## src/rtl/uart_pkg.sv

```systemverilog
// Shared types and constants for the parameterised UART.
package uart_pkg;

  localparam int PAR_NONE = 0;
  localparam int PAR_ODD  = 1;
  localparam int PAR_EVEN = 2;

  // 115200 baud from a 50 MHz clock
  localparam int DEFAULT_CLK_DIV = 434;

  typedef enum logic [2:0] {
    TX_IDLE,
    TX_START,
    TX_DATA,
    TX_PAR,
    TX_STOP
  } tx_state_t;

  typedef enum logic [2:0] {
    RX_IDLE,
    RX_START,
    RX_DATA,
    RX_PAR,
    RX_STOP,
    RX_BREAK
  } rx_state_t;

  // Parity bit that goes with data whose XOR-reduction is data_xor.
  function automatic logic par_bit(input logic data_xor, input int mode);
    return (mode == PAR_ODD) ? ~data_xor : data_xor;
  endfunction

endpackage

```

## src/rtl/uart_baud_cnt.sv

```systemverilog
// Bit-period counter: wraps every CLK_DIV cycles while running, with a
// full-period tick and a mid-period half tick used for start-bit sampling.
module uart_baud_cnt import uart_pkg::*; #(
  parameter int CLK_DIV = DEFAULT_CLK_DIV
) (
  input  logic clk,
  input  logic nRst,
  input  logic run,
  input  logic restart,
  output logic tick,
  output logic half_tick
);

  localparam int CW = (CLK_DIV > 1) ? $clog2(CLK_DIV) : 1;
  localparam logic [CW-1:0] LAST = CW'(CLK_DIV - 1);
  localparam logic [CW-1:0] HALF = CW'(CLK_DIV / 2);

  logic [CW-1:0] cnt;

  // Count while running; held at zero when idle or restarted so a new bit period starts cleanly.
  always_ff @(posedge clk) begin
    if (!nRst || restart || !run) begin
      cnt <= '0;
    end else if (cnt == LAST) begin
      cnt <= '0;
    end else begin
      cnt <= cnt + CW'(1);
    end
  end

  assign tick      = run && (cnt == LAST);
  assign half_tick = run && (cnt == HALF);

endmodule

```

## src/rtl/uart_param.sv

```systemverilog
// Parameterised UART: independent transmitter and receiver sharing only the clock and reset.
module uart_param import uart_pkg::*; #(
  parameter int CLK_DIV   = DEFAULT_CLK_DIV,
  parameter int DATA_BITS = 8,
  parameter int PARITY    = PAR_NONE,
  parameter int STOP_BITS = 1
) (
  input  logic                 clk,
  input  logic                 nRst,
  input  logic                 tx_valid,
  input  logic [DATA_BITS-1:0] tx_data,
  output logic                 tx_ready,
  output logic                 tx,
  input  logic                 rx,
  output logic                 rx_valid,
  output logic [DATA_BITS-1:0] rx_data,
  output logic                 parity_err,
  output logic                 frame_err
);

  localparam logic [3:0] LAST_BIT  = 4'(DATA_BITS - 1);
  localparam logic       LAST_STOP = 1'(STOP_BITS - 1);

  // ---------------- transmitter ----------------
  tx_state_t            tx_state;
  logic [DATA_BITS-1:0] tx_shift;
  logic                 tx_par;
  logic [3:0]           tx_bit_cnt;
  logic                 tx_stop_cnt;
  logic                 tx_tick;
  logic                 tx_half_unused;
  logic                 tx_accept;

  assign tx_accept = tx_valid && tx_ready;

  uart_baud_cnt #(.CLK_DIV(CLK_DIV)) u_tx_baud (
    .clk      (clk),
    .nRst     (nRst),
    .run      (tx_state != TX_IDLE),
    .restart  (tx_accept),
    .tick     (tx_tick),
    .half_tick(tx_half_unused)
  );

  // TX frame sequencer; tx and tx_ready are registered so the line never glitches.
  always_ff @(posedge clk) begin
    if (!nRst) begin
      tx_state    <= TX_IDLE;
      tx          <= 1'b1;
      tx_ready    <= 1'b1;
      tx_shift    <= '0;
      tx_par      <= 1'b0;
      tx_bit_cnt  <= '0;
      tx_stop_cnt <= 1'b0;
    end else begin
      case (tx_state)
        TX_IDLE: begin
          if (tx_accept) begin
            tx_shift <= tx_data;
            tx_par   <= par_bit(^tx_data, PARITY);
            tx       <= 1'b0;
            tx_ready <= 1'b0;
            tx_state <= TX_START;
          end
        end
        TX_START: begin
          if (tx_tick) begin
            tx         <= tx_shift[0];
            tx_shift   <= tx_shift >> 1;
            tx_bit_cnt <= '0;
            tx_state   <= TX_DATA;
          end
        end
        TX_DATA: begin
          if (tx_tick) begin
            if (tx_bit_cnt == LAST_BIT) begin
              tx_stop_cnt <= 1'b0;
              if (PARITY != PAR_NONE) begin
                tx       <= tx_par;
                tx_state <= TX_PAR;
              end else begin
                tx       <= 1'b1;
                tx_state <= TX_STOP;
              end
            end else begin
              tx         <= tx_shift[0];
              tx_shift   <= tx_shift >> 1;
              tx_bit_cnt <= tx_bit_cnt + 4'd1;
            end
          end
        end
        TX_PAR: begin
          if (tx_tick) begin
            tx       <= 1'b1;
            tx_state <= TX_STOP;
          end
        end
        TX_STOP: begin
          if (tx_tick) begin
            if (tx_stop_cnt == LAST_STOP) begin
              tx_ready <= 1'b1;
              tx_state <= TX_IDLE;
            end else begin
              tx_stop_cnt <= tx_stop_cnt + 1'b1;
            end
          end
        end
        default: begin
          tx       <= 1'b1;
          tx_ready <= 1'b1;
          tx_state <= TX_IDLE;
        end
      endcase
    end
  end

  // ---------------- receiver ----------------
  logic [1:0]           rx_sync;
  logic                 rx_s;
  rx_state_t            rx_state;
  logic [DATA_BITS-1:0] rx_shift;
  logic                 rx_par_s;
  logic [3:0]           rx_bit_cnt;
  logic                 rx_tick;
  logic                 rx_half;
  logic                 rx_run;

  assign rx_s   = rx_sync[1];
  assign rx_run = (rx_state == RX_START) || (rx_state == RX_DATA) ||
                  (rx_state == RX_PAR)   || (rx_state == RX_STOP);

  // Two-flop synchroniser for the asynchronous line; resets to the idle (high) level.
  always_ff @(posedge clk) begin
    if (!nRst) begin
      rx_sync <= 2'b11;
    end else begin
      rx_sync <= {rx_sync[0], rx};
    end
  end

  uart_baud_cnt #(.CLK_DIV(CLK_DIV)) u_rx_baud (
    .clk      (clk),
    .nRst     (nRst),
    .run      (rx_run),
    .restart  ((rx_state == RX_START) && rx_half),
    .tick     (rx_tick),
    .half_tick(rx_half)
  );

  // RX frame sequencer; sampling restarts at mid start bit so every later sample lands mid-bit.
  always_ff @(posedge clk) begin
    if (!nRst) begin
      rx_state   <= RX_IDLE;
      rx_valid   <= 1'b0;
      rx_data    <= '0;
      parity_err <= 1'b0;
      frame_err  <= 1'b0;
      rx_shift   <= '0;
      rx_par_s   <= 1'b0;
      rx_bit_cnt <= '0;
    end else begin
      rx_valid <= 1'b0;
      case (rx_state)
        RX_IDLE: begin
          if (!rx_s) begin
            rx_bit_cnt <= '0;
            rx_state   <= RX_START;
          end
        end
        RX_START: begin
          if (rx_half) begin
            rx_state <= rx_s ? RX_IDLE : RX_DATA;
          end
        end
        RX_DATA: begin
          if (rx_tick) begin
            rx_shift <= {rx_s, rx_shift[DATA_BITS-1:1]};
            if (rx_bit_cnt == LAST_BIT) begin
              rx_state <= (PARITY != PAR_NONE) ? RX_PAR : RX_STOP;
            end else begin
              rx_bit_cnt <= rx_bit_cnt + 4'd1;
            end
          end
        end
        RX_PAR: begin
          if (rx_tick) begin
            rx_par_s <= rx_s;
            rx_state <= RX_STOP;
          end
        end
        RX_STOP: begin
          if (rx_tick) begin
            rx_valid   <= 1'b1;
            rx_data    <= rx_shift;
            parity_err <= (PARITY != PAR_NONE) && (rx_par_s != par_bit(^rx_shift, PARITY));
            frame_err  <= !rx_s;
            rx_state   <= rx_s ? RX_IDLE : RX_BREAK;
          end
        end
        RX_BREAK: begin
          if (rx_s) begin
            rx_state <= RX_IDLE;
          end
        end
        default: rx_state <= RX_IDLE;
      endcase
    end
  end

endmodule
```

## config.mk

```make
export PLATFORM = sky130hd
export DESIGN_NAME = uart_param
export DESIGN_NICKNAME = d
export VERILOG_FILES = /design/src/rtl/uart_pkg.sv /design/src/rtl/uart_baud_cnt.sv /design/src/rtl/uart_param.sv
export SDC_FILE = /design/constraint.sdc
export NUM_CORES = 1
export LEC_CHECK = 0
export ABC_CLOCK_PERIOD_IN_PS = 2100
export BUFFER_PORTS_ARGS = -buffer_cell sky130_fd_sc_hd__buf_2
export CAP_MARGIN = 25
export CORE_MARGIN = 2
export CORE_UTILIZATION = 30
export CTS_BUF_LIST = sky130_fd_sc_hd__clkbuf_4 sky130_fd_sc_hd__clkbuf_8
export CTS_CLUSTER_DIAMETER = 80
export CTS_CLUSTER_SIZE = 30
export DETAILED_ROUTE_END_ITERATION = 12
export PLACE_DENSITY = 0.49
export SKIP_CTS_REPAIR_TIMING = 1
export SLEW_MARGIN = 20
export SYNTH_ARGS = -nofsm -noshare
export SYNTH_HDL_FRONTEND = slang
export SYNTH_SLANG_ARGS = --single-unit
```

## constraint.sdc

```tcl
create_clock -name clk -period 2.1 [get_ports clk]
set_clock_uncertainty 0.2 [all_clocks]
set_input_delay 0.105 -clock clk [delete_from_list [all_inputs] [get_ports clk]]
set_output_delay 0.105 -clock clk [all_outputs]
set_load 0.01 [all_outputs]
```

==> impl_metrics.env, run 1 <==
export IMPL_power_leakage_nw=1.35
export IMPL_syn_nets=327
export IMPL_cp_max_fo=16
export IMPL_yosys_register_bits=62
export IMPL_peakVddDrop_mv=0.394
export IMPL_worst_hold_path_type="reg -> reg"
export IMPL_slew_viol_final=0
export IMPL_drtPass1Iterations=4
export IMPL_antenna_cell_count=0
export IMPL_cts_num_sinks=62
export IMPL_num_rows=35
export IMPL_fraction_of_synthesized_cell_area_taken_by_the_top_area_cell_type_pct=42.8
export IMPL_report_final_hold_viol_count=0
export IMPL_placedCellCount=463
export IMPL_layout_worst_path_cycle_share_pct=92.5
export IMPL_final_cells=490
export IMPL_grtUsageTotal_pct=11.7
export IMPL_die_height_um=102
export IMPL_routed_via_density=4.53
export IMPL_root_buffer="sky130_fd_sc_hd__clkbuf_8"
export IMPL_grt_setup_unrepaired="false"
export IMPL_i_o_pins=25
export IMPL_cp_data_arrival_time_ns=1.98
export IMPL_timing_setup_tns_ns=0
export IMPL_grt_first_pass_wirelength_um=9670
export IMPL_layout_nets=374
export IMPL_critPathLaunchType="flip-flop"
export IMPL_largest_net_degree_at_the_start_of_global_routing=31
export IMPL_status="finished clean"
export IMPL_finalSetupViolations=0
export IMPL_cellPowerDensity_nw_per_um2=786
export IMPL_maxCapViolCount=0
export IMPL_clkLatencyLatePin_ns=0.34
export IMPL_synthFlopType="sky130_fd_sc_hd__dfxtp_1"
export IMPL_syn_inst=309
export IMPL_detailedPlace_worstSlack_ns=0.153
export IMPL_ctsHtreeMaxLevel=3
export IMPL_synth_lib_cells_used_distinct=51
export IMPL_coreArea_um2=9330
export IMPL_fin_crit_ns=1.94
export IMPL_initial_utilization_pct=31.1
export IMPL_path_class="reg -> reg"
export IMPL_timing_critical_path_to_type="flip-flop"
export IMPL_drive_above_1_share_pct=17.7
export IMPL_synth_edf_count=0
export IMPL_area_growth_pct=23.9
export IMPL_n_fill_cell=949
export IMPL_worstHoldPathCells=1
export IMPL_synth_top_cells_by_area="sky130_fd_sc_hd__dfxtp_1 (43%), sky130_fd_sc_hd__mux2i_1 (9.0%), sky130_fd_sc_hd__nor2_1 (4.4%)"
export IMPL_timing_final_ws_setup_ns=0.158
export IMPL_route_detailed_drc=0
export IMPL_clk_pin_slew_ns=0.07
export IMPL_synth_cell_area_um2=2900
export IMPL_clock_path_buffers=2
export IMPL_synth_seq_area_share_pct=42.8
export IMPL_util_after_layout_pct=38.6
export IMPL_antenna_found_initial=0
export IMPL_wl_per_cell_um=10.9
export IMPL_critPathMaxStageDelay_ns=0.38
export IMPL_r2r_setup_slack_ns=0.16
export IMPL_detail_route_iter0_violations=51
export IMPL_numPortBuffers=23
export IMPL_die_width_um=102
export IMPL_critical_path_s_slowest_cell="sky130_fd_sc_hd__dfxtp_1"
export IMPL_num_vias=2218
export IMPL_overflow=0
export IMPL_syn_area_per_cell_um2=9.39
export IMPL_cts_tree="built"
export IMPL_synthesis_yosys_warnings=0
export IMPL_r2r_worst_path_cells=7
export IMPL_postRouteAntennaNets=0
export IMPL_worstPathCellList="ha_1 -> and4_1 -> o311ai_2 -> a221oi_4 -> buf_12 -> nand2_1 -> o211a_1"
export IMPL_die_area_um2=10500
export IMPL_asyncSetResetFlopFracSynth_pct=0
export IMPL_cts_buffer_count=9
export IMPL_fmax_mhz=515
export IMPL_dp_hpwl_um=3670
export IMPL_drt_total_wl_um=5320
export IMPL_first_global_vias=2152
export IMPL_required_time_at_the_worst_slack_endpoint_ns=2.13
export IMPL_gp_congestion=0.757
export IMPL_post_route_cell_area_um2=3600
export IMPL_synth_largest_area_cell="sky130_fd_sc_hd__dfxtp_1"
export IMPL_detailed_place_area_um2=3250
-- cell usage in the layout (no fill, tap or decap), types with 3 or more instances in the layout --
cell,n
sky130_fd_sc_hd__a21boi_0,3
sky130_fd_sc_hd__a21oi_1,6
sky130_fd_sc_hd__and2_1,4
sky130_fd_sc_hd__buf_12,3
sky130_fd_sc_hd__buf_2,23
sky130_fd_sc_hd__buf_4,12
sky130_fd_sc_hd__clkbuf_8,12
sky130_fd_sc_hd__dfxtp_1,62
sky130_fd_sc_hd__dlygate4sd3_1,11
sky130_fd_sc_hd__ha_1,6
sky130_fd_sc_hd__inv_1,7
sky130_fd_sc_hd__mux2i_1,26
sky130_fd_sc_hd__nand2_1,30
sky130_fd_sc_hd__nand2b_1,3
sky130_fd_sc_hd__nand3_1,14
sky130_fd_sc_hd__nand3b_1,5
sky130_fd_sc_hd__nand4_1,5
sky130_fd_sc_hd__nor2_1,34
sky130_fd_sc_hd__nor2b_1,20
sky130_fd_sc_hd__nor3b_1,3
sky130_fd_sc_hd__o211a_1,7
sky130_fd_sc_hd__o21ai_0,7
sky130_fd_sc_hd__or3_1,3
sky130_fd_sc_hd__xnor2_1,10
sky130_fd_sc_hd__xor2_1,8
-- kinds of logic after synthesis --
logic type | Yosys count | synth area share, %
muxes | 26 | 8.97
and+or+nand+nor | 138 | 25.7
adders and majority gates | 6 | 2.59
other | 1 | 0.129
buffers and inverters | 20 | 3.67
DFF | 62 | 42.8
xor gates and xnor gates | 18 | 5.43
AOI/OAI and AO/OA | 38 | 10.7
-- synth_stat cells, types with 2 or more instances --
cell                       count
sky130_fd_sc_hd__nand3_1      14
sky130_fd_sc_hd__nor2b_1      20
sky130_fd_sc_hd__o22ai_1       2
sky130_fd_sc_hd__dfxtp_1      62
sky130_fd_sc_hd__a21boi_0      3
sky130_fd_sc_hd__inv_1         7
sky130_fd_sc_hd__nand2_1      30
sky130_fd_sc_hd__a31oi_1       2
sky130_fd_sc_hd__xor2_1        8
sky130_fd_sc_hd__o21ai_0       7
sky130_fd_sc_hd__buf_6         2
sky130_fd_sc_hd__o211a_1       7
sky130_fd_sc_hd__and2_1        4
sky130_fd_sc_hd__nand4b_1      2
sky130_fd_sc_hd__nor4bb_1      2
sky130_fd_sc_hd__nor3b_1       3
sky130_fd_sc_hd__buf_2         4
sky130_fd_sc_hd__ha_1          6
sky130_fd_sc_hd__and3_1        2
sky130_fd_sc_hd__buf_4         3
sky130_fd_sc_hd__nor2_1       34
sky130_fd_sc_hd__nand4_1       5
sky130_fd_sc_hd__nand2b_1      3
sky130_fd_sc_hd__nor4_1        2
sky130_fd_sc_hd__mux2i_1      26
sky130_fd_sc_hd__nand3b_1      5
sky130_fd_sc_hd__a21oi_1       6
sky130_fd_sc_hd__xnor2_1      10
sky130_fd_sc_hd__clkbuf_1      4
sky130_fd_sc_hd__or3_1         3
-- report_power, final --
| group | switching (mW) | total (mW) | internal (mW) |
|---|---|---|---|
| clock network | 0.441 | 1.22 | 0.777 |
| registers | 0.0410 | 1.26 | 1.22 |
| logic | 0.166 | 0.345 | 0.179 |
| total | 0.649 | 2.83 | 2.18 |
-- through the flow --
| stage | power [mW] | hold slack (ns) |
|---|---|---|
| final | 2.83 | 0.213 |
| after global placement | 1.62 | 0.111 |
| after detailed placement | 1.62 | 0.115 |
| after floorplan | 1.50 | 0.00647 |
| after global routing | 2.98 | 0.237 |
| after CTS | 2.86 | -0.242 |
-- worst max-delay path: cells and delay by family (launching register included) --
kind,cells,cell delay (ns)
AOI/OAI and AO/OA,3,0.61
adders and majority gates,1,0.16
buffers and inverters,1,0.18
DFF,1,0.38
and+or+nand+nor,2,0.30
-- flip-flops by register name (all words and copies together), names as in the netlist --
signal	cells
frame_err	1
rx_sync	2
tx_state	3
u_rx_baud.cnt	9
rx_state	3
tx_bit_cnt	4
rx_shift	8
tx	1
u_tx_baud.cnt	9
rx_data	8
tx_ready	1
rx_bit_cnt	4
tx_shift	8
rx_valid	1
-- final timing paths --
kind,endpoint,start
hold reg to reg,rx_sync[1],rx_sync[0]
setup reg to reg,tx_shift[1],u_tx_baud.cnt[0]
hold / removal,rx_sync[1],rx_sync[0]
setup / recovery,tx_shift[1],u_tx_baud.cnt[0]
-- layer usage --
| layer | global-route usage [%] | wire length [um] | up-vias |
|---|---|---|---|
| met4 | 4.31 | 72 | 0 |
| met2 | 18.2 | 2340 | 38 |
| li1 | - | - | 1172 |
| met1 | 14.7 | 2710 | 1001 |
| met5 | 0 | 0 | - |
| met3 | 4.51 | 196 | 7 |
-- final cells by class --
type | count | area [um^2] | area share, %
clock buffers | 13 | 173 | 4.80
clock inverters | 3 | 65.1 | 1.81
inverters | 7 | 26.3 | 0.731
multi-input cells | 227 | 1550 | 43.2
flip-flops and latches | 62 | 1240 | 34.5
well taps | 129 | 161 | 4.49
repair buffers | 49 | 375 | 10.4
Note: power is estimated with default switching activity, not from simulation.
==> run 2, diff against run 1 <==
CORE_ASPECT_RATIO = 0.8   (was default)
==> impl_metrics.env, run 2 (synthesis results as in run 1) <==
export IMPL_critPathMaxStageDelay_ns=0.51
export IMPL_n_fill_cell=1008
export IMPL_critical_path_depth=6
export IMPL_dp_hpwl_um=3660
export IMPL_status="finished clean"
export IMPL_first_global_vias=2065
export IMPL_die_height_um=92.0
export IMPL_final_common_cell="sky130_fd_sc_hd__dfxtp_1"
export IMPL_drt_total_wl_um=5340
export IMPL_routed_via_density=4.60
export IMPL_timing_setup_tns_ns=0
export IMPL_layout_nets=372
export IMPL_power_share_switching_pct=24.6
export IMPL_root_buffer="sky130_fd_sc_hd__clkbuf_8"
export IMPL_timing_critical_path_to_type="flip-flop"
export IMPL_largestRegisters="u_rx_baud.cnt: 9 flops, u_tx_baud.cnt: 9 flops"
export IMPL_fmax_mhz=514
export IMPL_grt_setup_unrepaired="false"
export IMPL_min_delay_start="rx_sync[0]"
export IMPL_r2r_worst_path_cells=6
export IMPL_p_seq_share_pct=48.5
export IMPL_clock_power_share_pct=39.2
export IMPL_worstHoldPathCells=1
export IMPL_grt_first_pass_wirelength_um=9350
export IMPL_worst_path_dominant_cell_family="simple AND/OR/NAND/NOR gates"
export IMPL_grtUsageTotal_pct=11.1
export IMPL_antenna_found_initial=0
export IMPL_detailedPlace_worstSlack_ns=0.155
export IMPL_power_combinational_fraction_pct=12.3
export IMPL_power_leakage_nw=1.32
export IMPL_route_detailed_drc=0
export IMPL_wl_per_cell_um=11.2
export IMPL_timing_final_ws_setup_ns=0.153
export IMPL_worstPathCellList="ha_1 -> and4_1 -> o311ai_2 -> or4_1 -> xor2_1 -> nor2_1"
export IMPL_critical_path_s_slowest_cell="sky130_fd_sc_hd__or4_1"
export IMPL_mostFrequentLayoutCells="sky130_fd_sc_hd__dfxtp_1 (62), sky130_fd_sc_hd__nor2_1 (34), sky130_fd_sc_hd__nand2_1 (30), sky130_fd_sc_hd__mux2i_1 (26), sky130_fd_sc_hd__buf_2 (23)"
export IMPL_critPathLaunchType="flip-flop"
export IMPL_cts_num_sinks=62
export IMPL_drtPass1Iterations=4
export IMPL_switching_component_of_the_power_mw=0.642
export IMPL_cellPowerDensity_nw_per_um2=738
export IMPL_ctsHtreeMaxLevel=3
export IMPL_area_growth_pct=21.9
export IMPL_antenna_cell_count=0
export IMPL_cts_tree="built"
export IMPL_fin_crit_ns=1.95
export IMPL_cts_buffer_count=9
export IMPL_layout_worst_path_cycle_share_pct=92.7
export IMPL_largest_net_degree_at_the_start_of_global_routing=31
export IMPL_rr_startpoint="u_tx_baud.cnt[0]"
export IMPL_clk_pin_slew_ns=0.06
export IMPL_num_rows=32
export IMPL_required_time_at_the_worst_slack_endpoint_ns=2.13
export IMPL_initial_utilization_pct=30.4
export IMPL_postRouteAntennaNets=0
export IMPL_placedCellCount=451
export IMPL_path_class="reg -> reg"
export IMPL_peakVddDrop_mv=0.334
export IMPL_clkLatencyLatePin_ns=0.34
export IMPL_worst_hold_path_type="reg -> reg"
export IMPL_critical_path_n_buffers_inverters=0
export IMPL_timing_critical_path_from="u_tx_baud.cnt[0]"
export IMPL_i_o_pins=25
export IMPL_overflow=0
export IMPL_num_vias=2198
export IMPL_maxCapViolCount=0
export IMPL_detail_route_iter0_violations=112
export IMPL_report_final_hold_viol_count=0
export IMPL_slew_viol_final=0
export IMPL_final_cells=478
export IMPL_numPortBuffers=23
export IMPL_cp_data_arrival_time_ns=1.98
export IMPL_clock_path_buffers=2
export IMPL_die_width_um=114
export IMPL_die_area_um2=10500
export IMPL_cp_max_fo=4
export IMPL_drive_above_1_share_pct=17.3
export IMPL_gp_congestion=0.781
export IMPL_coreArea_um2=9530
export IMPL_internal_power_mw=1.97
export IMPL_finalSetupViolations=0
==> run 2: changes by cell type in the layout (fill, tap and decap cells not counted), sizes merged <==
| cell | change |
|---|---|
| clkbuf | -1 |
| buf | -2 |
| clkinvlp | +1 |
| bufinv | -1 |
| clkinv | +1 |
==> run 2: area by class of cell <==
cell class	count	area (um^2)	share of cell area, %
Inverter	7	26.3	0.743
Sequential cell	62	1240	35.1
Clock buffer	12	146	4.14
Clock inverter	4	47.5	1.34
Tap cell	119	149	4.21
Timing Repair Buffer	47	373	10.5
Multi-Input combinational cell	227	1550	43.9
==> run 2: worst paths after layout <==
kind	end	slack, ns
max	tx_bit_cnt[3]	0.15
min	rx_sync[1]	0.22
max reg2reg	tx_bit_cnt[3]	0.15
min reg2reg	rx_sync[1]	0.22
==> run 2: worst reg2reg max path, stage by stage (launching register included) <==
cell and delay (ns):
sky130_fd_sc_hd__dfxtp_1 0.37, sky130_fd_sc_hd__ha_1 0.16, sky130_fd_sc_hd__and4_1 0.25, sky130_fd_sc_hd__o311ai_2 0.15, sky130_fd_sc_hd__or4_1 0.51, sky130_fd_sc_hd__xor2_1 0.15, sky130_fd_sc_hd__nor2_1 0.05
==> run 2: power groups by stage <==
stage	Combinational, mW	Sequential, mW	Clock, mW
floorplan	0.223	1.28	0
global placement	0.312	1.29	0
detailed placement	0.311	1.29	0
CTS	0.310	1.26	1.07
global route	0.361	1.27	1.12
finish	0.321	1.27	1.02
==> run 2: layer usage <==
layer | wire length, um | global-route usage [%]
met1 | 2810 | 14.8
met2 | 2240 | 16.2
met3 | 206 | 3.64
met4 | 85 | 5.49
met5 | 0 | 0
==> run 2: stage by stage <==
stage                     util [%]  power, mW  area, um^2  hold WS (ns)
after floorplan                  -       1.50        2900       0.00647
after global placement        33.9       1.60        3230         0.113
after detailed placement      33.9       1.60        3230         0.114
after CTS                     36.0       2.64        3430        -0.253
after global routing          37.1       2.75        3540         0.245
final                         37.1       2.61        3540         0.220
==> run 3, diff against run 2 <==
ABC_AREA = 1   (was default)
SETUP_SLACK_MARGIN = 0.15   (was default)
==> impl_metrics.env, run 3 <==
export IMPL_total_power_mw=4.03
export IMPL_synth_largest_area_cell="sky130_fd_sc_hd__dfxtp_1"
export IMPL_drt_total_wl_um=6080
export IMPL_maxCapViolCount=0
export IMPL_syn_area_per_cell_um2=7.25
export IMPL_fmax_mhz=562
export IMPL_root_buffer="sky130_fd_sc_hd__clkbuf_8"
export IMPL_grtUsageTotal_pct=12.0
export IMPL_antenna_cell_count=0
export IMPL_layout_worst_path_cycle_share_pct=84.7
export IMPL_synth_top_cells_by_area="sky130_fd_sc_hd__dfxtp_1 (41%), sky130_fd_sc_hd__nand2_1 (10%), sky130_fd_sc_hd__nor2_1 (7.6%)"
export IMPL_slew_viol_final=0
export IMPL_die_area_um2=11000
export IMPL_timing_setup_tns_ns=0
export IMPL_cp_data_arrival_time_ns=1.81
export IMPL_timing_critical_path_to_type="flip-flop"
export IMPL_coreArea_um2=9770
export IMPL_syn_nets=439
export IMPL_initial_utilization_pct=31.3
export IMPL_finalSetupViolations=0
export IMPL_rr_startpoint="u_rx_baud.cnt[0]"
export IMPL_dp_hpwl_um=4320
export IMPL_num_rows=32
export IMPL_die_height_um=94.2
export IMPL_util_after_layout_pct=36.7
export IMPL_syn_inst=421
export IMPL_final_common_cell="sky130_fd_sc_hd__nand2_1"
export IMPL_synth_lib_cells_used_distinct=38
export IMPL_timing_critical_path_from="u_rx_baud.cnt[0]"
export IMPL_synthFlopType="sky130_fd_sc_hd__dfxtp_1"
export IMPL_detail_route_iter0_violations=79
export IMPL_yosys_register_bits=62
export IMPL_multiInputGateArea_um2=1520
export IMPL_worst_hold_path_type="in -> reg"
export IMPL_grt_first_pass_wirelength_um=10400
export IMPL_asyncSetResetFlopFracSynth_pct=0
export IMPL_clkLatencyLatePin_ns=0.35
export IMPL_drtPass1Iterations=4
export IMPL_drive_above_1_share_pct=16.5
export IMPL_layout_nets=475
export IMPL_largestRegisters="u_rx_baud.cnt: 9 flops, u_tx_baud.cnt: 9 flops"
export IMPL_antenna_found_initial=0
export IMPL_synthesis_yosys_warnings=0
export IMPL_first_global_vias=2405
export IMPL_numPortBuffers=23
export IMPL_overflow=0
export IMPL_gp_congestion=0.809
export IMPL_cts_num_sinks=62
export IMPL_synth_edf_count=0
export IMPL_grt_setup_unrepaired="false"
export IMPL_fin_crit_ns=1.78
export IMPL_postRouteAntennaNets=0
export IMPL_cellPowerDensity_nw_per_um2=1130
export IMPL_timing_final_ws_setup_ns=0.322
export IMPL_num_vias=2611
export IMPL_largest_net_degree_at_the_start_of_global_routing=23
export IMPL_required_time_at_the_worst_slack_endpoint_ns=2.13
export IMPL_peakVddDrop_mv=0.342
export IMPL_critPathLaunchType="flip-flop"
export IMPL_status="finished clean"
export IMPL_area_growth_pct=17.2
export IMPL_detailedPlace_worstSlack_ns=0.309
export IMPL_n_fill_cell=1078
export IMPL_clock_path_buffers=2
export IMPL_i_o_pins=25
export IMPL_mostFrequentLayoutCells="sky130_fd_sc_hd__nand2_1 (83), sky130_fd_sc_hd__nor2_1 (62), sky130_fd_sc_hd__dfxtp_1 (62), sky130_fd_sc_hd__inv_1 (51), sky130_fd_sc_hd__a21oi_1 (30)"
export IMPL_ctsHtreeMaxLevel=3
export IMPL_routed_via_density=4.37
export IMPL_die_width_um=117
export IMPL_path_class="reg -> reg"
export IMPL_detailed_place_area_um2=3280
export IMPL_min_delay_start="tx_valid"
export IMPL_cts_tree="built"
export IMPL_report_final_hold_viol_count=0
export IMPL_synth_cells_most_frequent="sky130_fd_sc_hd__nand2_1 (83), sky130_fd_sc_hd__dfxtp_1 (62), sky130_fd_sc_hd__nor2_1 (62)"
export IMPL_synth_seq_area_share_pct=40.6
export IMPL_layout_area_seq_um2=1240
export IMPL_power_leakage_nw=1.52
export IMPL_cts_buffer_count=9
export IMPL_synth_most_common_cell="sky130_fd_sc_hd__nand2_1"
export IMPL_fraction_of_synthesized_cell_area_taken_by_the_top_area_cell_type_pct=40.6
export IMPL_post_route_cell_area_um2=3580
export IMPL_cp_max_fo=18
export IMPL_clk_pin_slew_ns=0.08
export IMPL_route_detailed_drc=0
export IMPL_synth_cell_area_um2=3050
export IMPL_wl_per_cell_um=10.2
run 3: metal layers:
layer,wire [um],vias to the layer above,track usage [%]
li1,-,1409,-
met1,3170,1154,15.3
met2,2610,37,18.3
met3,180,11,4.19
met4,118,0,5.20
met5,0,-,0
run 3: final cells by class:
type                       instances  share of cell area [%]
timing repair buffer              35                    6.43
sequential                        62                    34.7
inverter                          59                    6.25
multi-input combinational        290                    42.3
clock inverter                     7                    2.10
clock buffer                       9                    3.46
tap                              136                    4.75
run 3: cell families after synthesis:
logic type      share of synthesized area (%)
other cells                             0.123
buf+inv                                  9.71
compound gates                           11.3
simple gates                             32.6
xor+xnor                                 3.15
flops                                    40.6
fa+ha+maj                                2.46
run 3: critical path, cell delays in order, from the launching register on:
cell,delay (ns)
sky130_fd_sc_hd__dfxtp_1,0.38
sky130_fd_sc_hd__ha_1,0.19
sky130_fd_sc_hd__nand4_1,0.09
sky130_fd_sc_hd__nor2_1,0.25
sky130_fd_sc_hd__nand2_2,0.26
sky130_fd_sc_hd__o21ai_0,0.24
sky130_fd_sc_hd__a21oi_1,0.06
run 3: worst paths after layout:
kind	endpoint	slack, ns	depth (start not counted)
hold reg to reg	rx_sync[1]	0.22	1
setup / recovery	rx_data[1]	0.32	6
setup reg to reg	rx_data[1]	0.32	6
hold / removal	tx	0.05	5
run 3: metrics by stage:
step | std cells | hold WS [ns]
floorplan | 421 | 0.0116
global placement | 572 | 0.112
detailed placement | 572 | 0.113
CTS | 588 | -0.249
global route | 598 | 0.0632
finish | 598 | 0.0475
run 3: report_power, final:
group          leakage, nW  switching, mW  total, mW  internal, mW
Combinational        0.929          0.992       1.50         0.510
Clock               0.0914          0.508       1.06         0.549
Sequential           0.504          0.145       1.47          1.33
Total                 1.52           1.64       4.03          2.38
